`src/rtl/intpol2_iq_sched_pkg.sv`:
```
// intpol2_sched_pkg: shared FSM states, status bit indices and default pipeline latency
// for the I/Q interpolator sequencer.
package intpol2_sched_pkg;

    typedef enum logic [2:0] {S_IDLE, S_FETCH, S_LOAD, S_EMIT, S_DRAIN, S_DONE} state_e;

    localparam int STATUS_DONE       = 0;
    localparam int STATUS_BUSY       = 1;
    localparam int STATUS_STOP_EMPTY = 2;
    localparam int STATUS_STOP_AFULL = 3;
    localparam int STATUS_BYPASS     = 5;

    localparam int PIPE_LAT_DEF = 3;

endpackage

```
`src/rtl/intpol2_iq_sched_dly.sv`:
```
// intpol2_sched_dly: LAT-deep valid delay line with synchronous clear; any_o flags bits in flight.
module intpol2_sched_dly #(
    parameter int LAT = 3
) (
    input  logic clk,
    input  logic rst,
    input  logic clr_i,
    input  logic d_i,
    output logic q_o,
    output logic any_o
);

    logic [LAT-1:0] sr_q;
    logic [LAT:0]   sr_d;

    assign sr_d  = {sr_q, d_i};
    assign q_o   = sr_q[LAT-1];
    assign any_o = |sr_q;

    always_ff @(posedge clk) begin
        if (rst || clr_i) sr_q <= '0;
        else              sr_q <= sr_d[LAT-1:0];
    end

endmodule

```
`src/rtl/intpol2_iq_sched.sv`:
```
// intpol2_iq_sched: lockstep I/Q FIFO pop, core load/step sequencing and write-enable timing.
// Optional INTPOL2_SCHED_STATS_EN adds a saturating stall-cycle counter output.
module intpol2_iq_sched
    import intpol2_sched_pkg::*;
#(
    parameter int CNT_WIDTH   = 16,
    parameter int RATIO_WIDTH = 4,
    parameter int PIPE_LAT    = PIPE_LAT_DEF
) (
    input  logic                   clk,
    input  logic                   rst,
    input  logic                   start,
    input  logic [CNT_WIDTH-1:0]   cfg_num_samples,
    input  logic [RATIO_WIDTH-1:0] cfg_ratio,
    input  logic                   cfg_bypass,
    input  logic                   Empty_I_i,
    input  logic                   Empty_Q_i,
    input  logic                   Afull_i,
    output logic                   Read_Enable_o,
    output logic                   load_o,
    output logic                   step_o,
    output logic                   Write_Enable_o,
    output logic [7:0]             status_o
`ifdef INTPOL2_SCHED_STATS_EN
    ,
    output logic [15:0]            stall_cnt_o
`endif
);

    state_e                 state_q, state_d;
    logic [CNT_WIDTH-1:0]   num_q, num_d, cnt_q, cnt_d;
    logic [RATIO_WIDTH-1:0] ratio_q, ratio_d, phase_q, phase_d;
    logic                   bypass_q, bypass_d, busy_q, busy_d, done_q, done_d;
    logic                   stop_empty, stop_afull, sr_any;

    always_comb begin
        state_d       = state_q;
        num_d         = num_q;
        cnt_d         = cnt_q;
        ratio_d       = ratio_q;
        phase_d       = phase_q;
        bypass_d      = bypass_q;
        busy_d        = busy_q;
        done_d        = 1'b0;
        Read_Enable_o = 1'b0;
        load_o        = 1'b0;
        step_o        = 1'b0;
        stop_empty    = 1'b0;
        stop_afull    = 1'b0;
        case (state_q)
            S_IDLE: if (start) begin
                num_d    = cfg_num_samples;
                ratio_d  = (cfg_bypass || cfg_ratio == '0) ? RATIO_WIDTH'(1) : cfg_ratio;
                bypass_d = cfg_bypass;
                busy_d   = 1'b1;
                cnt_d    = '0;
                state_d  = (cfg_num_samples == '0) ? S_DONE : S_FETCH;
            end
            S_FETCH: begin
                Read_Enable_o = !Empty_I_i && !Empty_Q_i;
                stop_empty    = !Read_Enable_o;
                state_d       = Read_Enable_o ? S_LOAD : S_FETCH;
            end
            S_LOAD: begin
                load_o  = 1'b1;
                phase_d = '0;
                state_d = S_EMIT;
            end
            S_EMIT: begin
                step_o     = !Afull_i;
                stop_afull = Afull_i;
                if (step_o) begin
                    phase_d = phase_q + 1'b1;
                    if (phase_q == ratio_q - 1'b1) begin
                        cnt_d   = cnt_q + 1'b1;
                        state_d = (cnt_d == num_q) ? S_DRAIN : S_FETCH;
                    end
                end
            end
            S_DRAIN: state_d = sr_any ? S_DRAIN : S_DONE;
            S_DONE: begin
                busy_d  = 1'b0;
                done_d  = 1'b1;
                state_d = S_IDLE;
            end
            default: state_d = S_IDLE;
        endcase
    end

    always_ff @(posedge clk) begin
        if (rst) begin
            state_q  <= S_IDLE;
            num_q    <= '0;
            cnt_q    <= '0;
            ratio_q  <= '0;
            phase_q  <= '0;
            bypass_q <= 1'b0;
            busy_q   <= 1'b0;
            done_q   <= 1'b0;
        end else begin
            state_q  <= state_d;
            num_q    <= num_d;
            cnt_q    <= cnt_d;
            ratio_q  <= ratio_d;
            phase_q  <= phase_d;
            bypass_q <= bypass_d;
            busy_q   <= busy_d;
            done_q   <= done_d;
        end
    end

    intpol2_sched_dly #(.LAT(PIPE_LAT)) u_dly (
        .clk   (clk),
        .rst   (rst),
        .clr_i (1'b0),
        .d_i   (step_o),
        .q_o   (Write_Enable_o),
        .any_o (sr_any)
    );

    always_comb begin
        status_o                    = '0;
        status_o[STATUS_DONE]       = done_q;
        status_o[STATUS_BUSY]       = busy_q;
        status_o[STATUS_STOP_EMPTY] = stop_empty;
        status_o[STATUS_STOP_AFULL] = stop_afull;
        status_o[STATUS_BYPASS]     = bypass_q;
    end

`ifdef INTPOL2_SCHED_STATS_EN
    logic [15:0] stall_q;

    always_ff @(posedge clk) begin
        if (rst || (start && state_q == S_IDLE))                         stall_q <= '0;
        else if (busy_q && (stop_empty || stop_afull) && stall_q != '1) stall_q <= stall_q + 1'b1;
    end

    assign stall_cnt_o = stall_q;
`endif

endmodule

```
`config.mk`:
```
export PLATFORM = sky130hd
export DESIGN_NAME = intpol2_iq_sched
export DESIGN_NICKNAME = d
export VERILOG_FILES = /design/src/rtl/intpol2_iq_sched_pkg.sv /design/src/rtl/intpol2_iq_sched_dly.sv /design/src/rtl/intpol2_iq_sched.sv
export SDC_FILE = /design/constraint.sdc
export NUM_CORES = 1
export LEC_CHECK = 0
export ABC_AREA = 0
export CORE_MARGIN = 2
export CORE_UTILIZATION = 50
export CTS_CLUSTER_SIZE = 24
export DETAILED_ROUTE_END_ITERATION = 12
export GPL_TIMING_DRIVEN = 0
export HOLD_SLACK_MARGIN = 0.12
export PLACE_DENSITY = 0.74
export SYNTH_ARGS = -nofsm -noshare
export SYNTH_HDL_FRONTEND = slang
export SYNTH_HIERARCHICAL = 1
export SYNTH_SLANG_ARGS = --single-unit
```
`constraint.sdc`:
```
create_clock -name clk -period 2.85 [get_ports clk]
set_input_delay 0.57 -clock clk [delete_from_list [all_inputs] [get_ports clk]]
set_output_delay 0.57 -clock clk [all_outputs]
set_load 0.01 [all_outputs]
```
# After elaboration in Yosys (flattened, before gate mapping)
# Index checks and enable logic that the tools add are counted.
[totals]
register_bits = 49
word_cells = 63
[classes]
addsub = 3
n_eq_ne = 10
n_mux = 23
reduce_logical = 18
[op_table]
columns = ["cell", "count"]
rows = [
  ["2-to-1 mux 16 bit", 3],
  ["case mux 16 bit (2 select lines)", 1],
  ["adder 16 x 1 -> 16 bit (second input constant)", 1],
  ["equality test 16 bit", 1],
  ["logical NOT 16 bit", 1],
  ["2-to-1 mux 3 bit", 5],
  ["case mux 3 bit (5 select lines)", 1],
  ["2-to-1 mux 1 bit", 8],
  ["2-to-1 mux 4 bit", 2],
  ["case mux 4 bit (2 select lines)", 1],
  ["equality test 3 x 2 -> 1 bit (second input constant)", 2],
  ["equality test 3 bit (second input constant)", 2],
  ["!= test 2 bit (second input constant)", 3],
  ["AND reduction 2 bit", 3],
  ["nonzero test 2 bit", 3],
  ["adder 4 x 1 -> 4 bit (second input constant)", 1],
  ["equality test 4 bit", 1],
  ["logical NOT 1 bit", 4],
  ["logical NOT 4 bit", 1],
  ["AND reduction 4 bit", 1],
  ["subtractor 4 x 1 -> 4 bit (second input constant)", 1],
  ["equality test 3 x 1 -> 1 bit (second input constant)", 1],
  ["logical NOT 3 bit", 1],
  ["AND reduction 3 bit", 1],
  ["5 further kinds", 5],
]

# Depth between registers and ports, before layout
[depth]
ltp_word = 6
ltp_mapped = 9
depth_no_buf = 8

# By module
# The synthesis kept the hierarchy.
[by_module_without_submodules]
columns = ["module", "n_inst", "cells_each", "area_each_um2", "seq_area_each_um2"]
rows = [
  ["intpol2_iq_sched", 1, 368, 2782.7, 920.9],
  ["intpol2_sched_dly", 1, 7, 88.8, 60.1],
]

# Least setup slack after synthesis
# Ideal clock, no wire load.
[synth_path]
kind = "register to register"
from = "register cnt_q[1]"
to = "register state_q[0]"
setup_ns = 0.120
t_arrival_ns = 2.103
path_slack_ns = 0.627
path_stages_with_launch = 10
period_less_slack_ns = 2.223
path_cell_list = "dfxtp_1 > ha_1 > buf_2 > nand3_2 > or2_1 > buf_2 > xnor2_1 > a2111oi_0 > nand4_1 > o31a_1"
[synth_between]
elab_chain_len = 6
[synth_lines]
columns = ["item", "line_no", "text"]
rows = [
  ["start, declared", "intpol2_iq_sched.sv:31", "logic [CNT_WIDTH-1:0] num_q, num_d, cnt_q, cnt_d;"],
  ["start signal, assigned", "intpol2_iq_sched.sv:103", "cnt_q <= cnt_d;"],
  ["adder 16 x 1 -> 16 bit", "intpol2_iq_sched.sv:75", "cnt_d = cnt_q + 1'b1;"],
  ["equality test 16 bit", "intpol2_iq_sched.sv:76", "state_d = (cnt_d == num_q) ? S_DRAIN : S_FETCH;"],
  ["2-to-1 mux 3 bit", "intpol2_iq_sched.sv:76", ""],
  ["2-to-1 mux 3 bit", "intpol2_iq_sched.sv:74", "if (phase_q == ratio_q - 1'b1) begin"],
  ["2-to-1 mux 3 bit", "intpol2_iq_sched.sv:72", "if (step_o) begin"],
  ["case mux 3 bit (5 select lines)", "intpol2_iq_sched.sv:50", "case (state_q)"],
  ["end signal, assigned", "intpol2_iq_sched.sv:101", "state_q <= state_d;"],
  ["end, declared", "intpol2_iq_sched.sv:30", "state_e state_q, state_d;"],
]
# Every way passes these cells. The select of a mux whose other input is x is not followed.
# A chain may end at the register's enable or synchronous reset.

# Worst setup path in the final report
[layout_path]
from = "register state_q[2]"
to = "output port status_o[3]"
[layout_between]
elab_chain_len = 2
[layout_lines]
columns = ["item", "line_no", "text"]
rows = [
  ["equality test 3 x 2 -> 1 bit", "intpol2_iq_sched.sv:50", ""],
  ["2-to-1 mux 1 bit", "intpol2_iq_sched.sv:50", ""],
  ["end, declared", "intpol2_iq_sched.sv:23", "output logic [7:0] status_o"],
]
# Every way passes these cells.

==> impl_metrics.env <==
export IMPL_run_status="finished, final reports clean"
export IMPL_routed_via_density=5.46
export IMPL_finalWirelength_mm=6.97
export IMPL_drt_antenna_violating_nets=0
export IMPL_drv_cap=0
export IMPL_swShare_pct=28.3
export IMPL_grt_pass1_vias=2453
export IMPL_pin_count=39
export IMPL_die_x_um=79.8
export IMPL_tightest_slew_ps=609
export IMPL_fin_skew_ps=2.70
export IMPL_cp_required_ps=2280
export IMPL_overflow=0
export IMPL_maxSlewHeadroom_pct=59.4
export IMPL_n_antenna_cell=0
export IMPL_dp_hpwl_mm=5.16
export IMPL_slew_violations=0
export IMPL_cellLeakagePower_uw=0.00121
export IMPL_synth_seq_cells=49
export IMPL_clk_pin_slew_ps=90
export IMPL_dieArea_sq_um=6360
export IMPL_clkPwrFrac_pct=30.1
export IMPL_hold_viol=0
export IMPL_vias=2698
export IMPL_start_util_pct=51.8
export IMPL_h_tree_depth=2
export IMPL_routedWlPerCell_um=14.1
export IMPL_syn_inst=375
export IMPL_ys_types=58
export IMPL_antenna_found_initial=0
export IMPL_period_share_pct=95.0
export IMPL_fillers=516
export IMPL_num_rows=27
export IMPL_clk_latency_ps=300
export IMPL_ir_worst_vdd_uv=270
export IMPL_cts_tree="done"
export IMPL_p_int_uw=1000
export IMPL_cts_buffers=5
export IMPL_syn2layout_area_growth_pct=19.3
export IMPL_p_switching_uw=396
export IMPL_synth_edf_count=0
export IMPL_gp_congestion=0.889
export IMPL_ys_warn_count=6
export IMPL_rsz0062_at_grt="false"
export IMPL_drt_initial_drc_count=218
export IMPL_layout_drive_gt1_share_pct=9.48
export IMPL_worstPathMaxFanout=10
export IMPL_synth_top_flop_cell="dfxtp_1"
export IMPL_path_class="register to output port"
export IMPL_timing_hold_ws_ps=472
export IMPL_post_cts_setup_buffer_count=0
export IMPL_layout_nets=451
export IMPL_core_sq_um=5540
export IMPL_die_h_um=79.8
export IMPL_seq_area_frac_synth_pct=34.2
export IMPL_clock_sinks=49
export IMPL_grt_usage_pct=23.2
export IMPL_crit_path_end_kind="output port"
export IMPL_firstDrtPassIters=5
export IMPL_setup_worst_path_start_class="register"
export IMPL_seqPwrFrac_pct=52.4
export IMPL_root_buffer="clkbuf_8"
export IMPL_period_needed_ps=2710
export IMPL_drc_errors=0
export IMPL_numPortBuffers=35
export IMPL_max_freq_mhz=369
export IMPL_pwr_share_comb_pct=17.5
export IMPL_syn_cell_area_sq_um=2870
export IMPL_hold_path_class="register to register"
export IMPL_syn_mean_instance_area_sq_um=7.66
export IMPL_async_flop_share_pct=0
export IMPL_grt_max_degree=17
export IMPL_finalSetupViolCount=0
export IMPL_grt_pass1_wl_mm=11.6
export IMPL_clk_path_buf_depth=2
export IMPL_p_per_area_nw_per_um2=408
export IMPL_fin_tns_setup_ps=0
export IMPL_cp_arrival_ps=2140
[power groups by stage]
stage / Sequential (uW) / Clock [uW] / Combinational [uW]
after floorplan: 739 / 0 / 155
after global placement: 747 / 0 / 237
after detailed placement: 747 / 0 / 240
after CTS: 731 / 430 / 242
after global routing: 734 / 461 / 270
final: 732 / 421 / 245
[cells in the mapped netlist (all sizes together) (2+ instances only)]
library cell | count | share of area, %
nand3b | 6 | 1.6
a31oi | 4 | 0.87
xor2 | 10 | 3.0
nor3 | 15 | 3.0
nor4 | 7 | 1.5
a21oi | 38 | 6.8
or3 | 5 | 1.3
clkbuf | 14 | 1.9
ha | 3 | 1.3
and4 | 2 | 0.65
nand4 | 8 | 2.2
a211o | 2 | 0.61
a311oi | 8 | 2.4
xnor2 | 17 | 5.2
buf | 17 | 3.9
o21ai | 6 | 1.0
a211oi | 3 | 0.78
mux2i | 3 | 1.0
and3 | 3 | 0.65
nand2 | 61 | 8.0
nor3b | 4 | 1.0
a21o | 2 | 0.52
inv | 13 | 1.7
dfxtp | 49 | 34
nand3 | 13 | 2.4
a2111oi | 2 | 1.3
nor2b | 2 | 0.44
or2 | 4 | 0.87
and2 | 2 | 0.44
nor2 | 37 | 4.8
[critical path: stages, from the launching register on]
cell             delay [ps]
dfxtp_1                 330
inv_1                   160
and3_1                  320
clkbuf_4                280
and2_1                  150
buf_4                    90
clkdlybuf4s50_1         520
[metrics by stage]
step	utilization [%]	setup slack, ps	cell area, sq um	total power [uW]	instances
2_1_floorplan	-	627	2890	894	380
3_3_place_gp	60.1	115	3330	984	487
3_5_place_dp	60.1	91.6	3330	988	487
4_1_cts	61.8	55.5	3420	1400	495
5_1_grt	61.9	36.4	3430	1470	494
6_report	61.9	142	3430	1400	494
[path summary, 6_finish.rpt]
kind / start / end / slack [ps] / depth (start not counted)
max: state_q[2] / status_o[3] / 140 / 6
min: u_dly/sr_q[0] / u_dly/sr_q[1] / 470 / 1
max reg2reg: cnt_q[1] / state_q[0] / 270 / 9
min reg2reg: u_dly/sr_q[0] / u_dly/sr_q[1] / 470 / 1
[area by class of cell]
class                      count  area [sq um]  area share (%)
buffer                        30           166            4.86
tap                           72          90.1            2.63
inverter                      13          48.8            1.42
timing repair buffer          35           350            10.2
sequential                    49           981            28.6
multi-input combinational    287          1700            49.6
clock buffer                   5          68.8            2.01
clock inverter                 3          21.3           0.621
[layer usage]
layer	GRT usage [%]	up-vias	wire, um	share of wire, %
met1	33.3	1235	3370	48
met4	5.93	0	55	0.79
li1	-	1382	-	-
met2	36.3	76	3150	45
met5	0	-	0	0
met3	3.73	5	396	5.7
[cells by family after synthesis]
family	share of synthesized area [%]
and+or+nand+nor	29.4
xor gates and xnor gates	9.06
muxes	1.05
buffers and inverters	7.49
other	0.131
AOI/OAI and AO/OA	17.4
DFF	34.2
adders and majority gates	1.31
[repair_timing]
item                                    in CTS  in global routing
endpoints found under the setup margin       1                  2
hold buffers                                 0                  0
gates resized for setup                      2                  2
[registers in the layout, indices dropped and copies added (netlist names)]
name        count
cnt_q          16
num_q          16
phase_q         4
ratio_q         4
state_q         3
u_dly/sr_q      3
busy_q          1
bypass_q        1
done_q          1
[placed cells by master (no fill, tap or decap), types with 3 or more instances in the layout]
master,count
xnor2_1,17
buf_4,9
nor2_1,37
a21oi_1,37
a211oi_1,3
inv_1,12
nand4_1,6
o21ai_0,6
xor2_1,10
or3_1,4
clkdlybuf4s50_1,35
and3_1,3
clkbuf_8,5
a31oi_1,4
clkbuf_1,11
a311oi_1,8
nand2_1,61
conb_1,6
dfxtp_1,49
buf_2,6
nor4_1,7
nand3b_1,6
nor3b_1,4
ha_1,3
nor3_1,13
nand3_1,12
mux2i_1,3
No activity file was read; power rests on OpenSTA's default activity.
